[src/rtl/int_multiplier.sv]
// Sequential shift-and-add integer multiplier with a go/done handshake.
// Define MULT_SIGNED_EN to build the two's-complement (signed) variant.
module int_multiplier #(
  parameter int WIDTH = 4
) (
  input  logic                 clk,
  input  logic                 rst,
  input  logic                 go,
  input  logic [WIDTH-1:0]     x,
  input  logic [WIDTH-1:0]     y,
  output logic [2*WIDTH-1:0]   p,
  output logic                 done,
  output logic [2:0]           cs
);

  localparam int PW = 2 * WIDTH;
  localparam int CW = $clog2(WIDTH) + 1;

  typedef enum logic [2:0] {
    S_IDLE  = 3'b000,
    S_LOAD  = 3'b001,
    S_TEST  = 3'b010,
    S_SHIFT = 3'b011,
    S_FIX   = 3'b100,
    S_DONE  = 3'b101
  } state_e;

  state_e          state_q, state_d;
  logic            load_en, test_en, shift_en, fix_en;
  logic [PW-1:0]   a_q, a_d;
  logic [PW-1:0]   acc_q, acc_d;
  logic [PW-1:0]   p_q, p_d;
  logic [WIDTH-1:0] b_q, b_d;
  logic [CW-1:0]   cnt_q, cnt_d;
  logic [WIDTH-1:0] x_mag, y_mag;
  logic [PW-1:0]   result;

  // ---------------------------------------------------------------------------
  // Control FSM: every enable is a pure decode of the current state.
  // ---------------------------------------------------------------------------
  always_comb begin
    // NOTE: every output of a combinational block gets a default first, so no
    // path through the case can leave a signal unassigned and infer a latch.
    state_d  = state_q;
    load_en  = 1'b0;
    test_en  = 1'b0;
    shift_en = 1'b0;
    fix_en   = 1'b0;
    done     = 1'b0;
    case (state_q)
      S_IDLE:  if (go) state_d = S_LOAD;
      S_LOAD: begin
        load_en = 1'b1;
        state_d = S_TEST;
      end
      S_TEST: begin
        test_en = 1'b1;
        state_d = S_SHIFT;
      end
      S_SHIFT: begin
        shift_en = 1'b1;
        state_d  = (cnt_q == '0) ? S_FIX : S_TEST;
      end
      S_FIX: begin
        fix_en  = 1'b1;
        state_d = S_DONE;
      end
      S_DONE: begin
        done    = 1'b1;
        state_d = S_IDLE;
      end
      default: state_d = S_IDLE;
    endcase
  end

  // ---------------------------------------------------------------------------
  // Operand conditioning and final result selection.
  // ---------------------------------------------------------------------------
`ifdef MULT_SIGNED_EN
  logic neg_q, neg_d;

  // -(-2^(WIDTH-1)) wraps back to 2^(WIDTH-1), which is the correct magnitude
  // when read as unsigned.
  assign x_mag  = x[WIDTH-1] ? -x : x;
  assign y_mag  = y[WIDTH-1] ? -y : y;
  assign neg_d  = load_en ? (x[WIDTH-1] ^ y[WIDTH-1]) : neg_q;
  assign result = neg_q ? -acc_q : acc_q;

  always_ff @(posedge clk or posedge rst) begin
    if (rst) neg_q <= 1'b0;
    else     neg_q <= neg_d;
  end
`else
  assign x_mag  = x;
  assign y_mag  = y;
  assign result = acc_q;
`endif

  // ---------------------------------------------------------------------------
  // Datapath next-state.
  // ---------------------------------------------------------------------------
  always_comb begin
    a_d   = a_q;
    b_d   = b_q;
    acc_d = acc_q;
    cnt_d = cnt_q;
    p_d   = p_q;
    if (load_en) begin
      a_d   = {{WIDTH{1'b0}}, x_mag};
      b_d   = y_mag;
      acc_d = '0;
      cnt_d = CW'(WIDTH);
    end
    if (test_en) begin
      if (b_q[0]) acc_d = acc_q + a_q;
      cnt_d = cnt_q - CW'(1);
    end
    if (shift_en) begin
      a_d = a_q << 1;
      b_d = b_q >> 1;
    end
    if (fix_en) p_d = result;
  end

  // NOTE: sequential state uses non-blocking assignments so every register
  // samples the pre-edge values, independent of statement order.
  always_ff @(posedge clk or posedge rst) begin
    if (rst) begin
      state_q <= S_IDLE;
      a_q     <= '0;
      b_q     <= '0;
      acc_q   <= '0;
      cnt_q   <= '0;
      p_q     <= '0;
    end else begin
      state_q <= state_d;
      a_q     <= a_d;
      b_q     <= b_d;
      acc_q   <= acc_d;
      cnt_q   <= cnt_d;
      p_q     <= p_d;
    end
  end

  assign cs = state_q;
  assign p  = p_q;

endmodule

[config.mk]
export PLATFORM = sky130hd
export DESIGN_NAME = int_multiplier
export DESIGN_NICKNAME = d
export VERILOG_FILES = /design/src/rtl/int_multiplier.sv
export SDC_FILE = /design/constraint.sdc
export NUM_CORES = 1
export LEC_CHECK = 0
export CORE_UTILIZATION = 35
export CTS_CLUSTER_SIZE = 25
export DETAILED_ROUTE_END_ITERATION = 8
export GPL_TIMING_DRIVEN = 0
export HOLD_SLACK_MARGIN = 0.02
export PLACE_DENSITY = 0.6
export SYNTH_ARGS = -nofsm -noshare
export SYNTH_HDL_FRONTEND = slang
export SYNTH_SLANG_ARGS = --single-unit
[constraint.sdc]
create_clock -name clk -period 2.2 [get_ports clk]
set_input_delay 0.44 -clock clk [delete_from_list [all_inputs] [get_ports clk]]
set_output_delay 0.44 -clock clk [all_outputs]
set_load 0.01 [all_outputs]
==> results.cfg <==
[logic_synthesis]
async_flop_share_pct = 100
yosys-top-cells-count = dfrtp_1, nand2_1, o21ai_1, nor2_1
ys_ff_latch = 34
syn-num-nets = 198
ys_top_cells_by_area = dfrtp_1, ha_1, nand2_1, mux2_1, mux2i_1
yosysMostFrequentCell = dfrtp_1
synth_cell_types = 38
synth_warnings = 0
synth-seq-area-share_pct = 47.6
synthFlopType = dfrtp_1
syn_inst = 177
yosysTopAreaCell = dfrtp_1
synth_top_area_share_pct = 47.6
syn_avg_cell_area_um2 = 10.1
netlist_area_um2 = 1790
synth-edff-count = 0

[setup_path]
cp_max_fo = 3
worst_setup_path_end_kind = register
timing.rr.start = a_q[1]
reg2regPathDepth = 6
r2r_setup_slack_ns = 0.1
max_stage_delay_ns = 0.42
r2r-end = acc_q[7]
crit_type = reg2reg
critPathRequiredTime_ns = 2.37
critPathLaunchType = register
startpoint = a_q[1]
arrival_ns = 2.27
critPathSlowestCell = dfrtp_1
cp_cell_sequence = ha_1, a211oi_2, o21ai_1, or3_1, a21boi_0, or3b_1

[cells_and_area]
register_area_um2 = 852
fin_area_um2 = 2200
drive_above_1_share_pct = 9.22
fillCellCount = 491
n_antenna_cell = 0
multi_input_area_um2 = 862
final_core_util_pct = 45.7
final_nets = 226
area_delta_synth_final_pct = 23.3

[drt]
vias = 1314
drtIter0Drc = 49
firstDrtPassIters = 4
via_per_inst = 4.81
routed_wl_um = 3400
wl_per_cell_um = 12.5
remaining_drc_errors = 0
final_antenna_net_count = 0

[grt]
grt-ovfl-total = 0
grt_pass1_vias = 1179
grt.total_usage_pct = 14.5
grt_first_pass_wirelength_um = 5690
grt_antenna_before_repair = 0
grt_start_max_net_pins = 35

[die]
top_level_ports = 23
die_area_um2 = 5390
coreArea_um2 = 4820
die_w_um = 73.5
num_rows = 25
start_util_pct = 37.1
die_y_um = 73.5

[place]
globalplace.congestion = 0.768
place_area_um2 = 2090
dp_hpwl_um = 2400
port_buffers = 22

[clock_tree]
htree_levels = 2
cts_made_buffers = 5
clk_path_buf_depth = 2
cts.sinks = 34
clk_pin_slew_ns = 0.07
cts_root_buffer = clkbuf_8
cts_tree = yes
clock_latency_ns = 0.29

[timing]
hold_viol_final = 0
fin_crit_ns = 2.10
fmax_ghz = 0.476
finClkSkew_ns = 0.00650
fin_crit_sh_pct = 95.5
tightest_slew_ns = 0.718
relSlewSlack_pct = 52.1
holdWs_ns = 0.481
slew_violations = 0
setup_viol = 0

[min_path]
hp-class = reg2reg
hold_end = p[6]
hold_path_startpoint = p[6]
min_path_cells = 1

[run_status]
run_status = completed

[power]
ir_drop_mv = 0.499
p_per_area_nw_per_um2 = 1210
leakage_nw = 1.05

[run]
maxCapViolations = 0
where the power goes:
| group | switching, W | total (W) | leakage (nW) | internal (W) |
|---|---|---|---|---|
| Sequential | 0.000179 | 0.00101 | 0.444 | 0.000832 |
| Combinational | 0.000577 | 0.00108 | 0.552 | 0.000503 |
| Clock | 0.000236 | 0.000570 | 0.0579 | 0.000333 |
| Total | 0.000992 | 0.00266 | 1.05 | 0.00167 |
critical path: cells and delay by family, from the launching register on:
kind / cells / cell delay, ns
adders and majority gates: 1 / 0.33
DFF: 1 / 0.42
and+or+nand+nor: 2 / 0.72
AOI/OAI and AO/OA: 3 / 0.51
logic make-up (layout without fill, tap and decap cells):
group,count (synthesis),after routing,synth area share (%)
AOI/OAI and AO/OA,42,42,14.0
and+or+nand+nor,57,57,16.3
muxes,16,16,9.52
xor gates and xnor gates,2,2,0.981
adders and majority gates,10,10,7.42
DFF,34,34,47.6
buffers and inverters,16,45,4.13
metrics by stage:
stage	cells	setup TNS, ns	power [W]	setup slack (ns)
floorplan	177	0	0.00177	0.270
global placement	266	0	0.00209	0.100
detailed placement	266	0	0.00211	0.103
CTS	272	0	0.00269	0.0679
global route	273	-0.00258	0.00287	-0.00258
finish	273	0	0.00266	0.0992
worst max path at each step:
stage / to / cells past startpoint
floorplan: acc_q[7] / 6
global placement: done / 4
detailed placement: done / 4
CTS: done / 3
global route: acc_q[7] / 6
finish: acc_q[7] / 6
state kept, by name, summed over array words and instances (netlist names):
name	cells
acc_q	8
a_q	8
cs	3
cnt_q	3
b_q	4
p	8
final cells by class:
| class | instances | share of cell area, % |
|---|---|---|
| multi-input combinational | 127 | 39.1 |
| sequential | 34 | 38.7 |
| timing repair buffer | 23 | 10.4 |
| tap | 67 | 3.80 |
| clock buffer | 5 | 3.12 |
| clock inverter | 3 | 1.82 |
| buffer | 6 | 1.65 |
| inverter | 8 | 1.36 |
placed cells by master (no fill, tap or decap), types with 2 or more instances in the layout:
cell | Yosys | layout
nand3_1 | 3 | 3
buf_4 | 1 | 2
or3_1 | 2 | 2
a22o_1 | 2 | 2
nor2_1 | 10 | 10
a32o_1 | 2 | 2
ha_1 | 9 | 9
o21ai_0 | 7 | 7
dfrtp_1 | 34 | 33
nor3_1 | 3 | 3
clkinv_2 | 0 | 2
inv_1 | 7 | 6
clkdlybuf4s50_1 | 0 | 21
clkbuf_8 | 0 | 5
nand2_1 | 25 | 25
mux2i_1 | 8 | 8
inv_2 | 1 | 2
buf_2 | 2 | 2
a21o_1 | 2 | 2
or3b_1 | 2 | 2
mux2_1 | 8 | 8
a21oi_1 | 9 | 9
clkbuf_1 | 3 | 2
nand2b_1 | 6 | 6
o21ai_1 | 15 | 15
per-layer routing:
metal / track usage, % / up-vias / part of all wire [%]
li1: - / 674 / -
met1: 19.9 / 614 / 52
met2: 20.4 / 21 / 43
met3: 4.12 / 5 / 2.7
met4: 7.69 / 0 / 2.4
met5: 0 / - / 0
repair_timing:
action | 4_1_cts | 5_1_grt
hold buffers | 0 | 0
endpoints found under the setup margin | 1 | 2
pin swaps | 0 | 0
buffers inserted | 0 | 1
resized for setup | 1 | 1
Power figures use the tool's default switching activity.
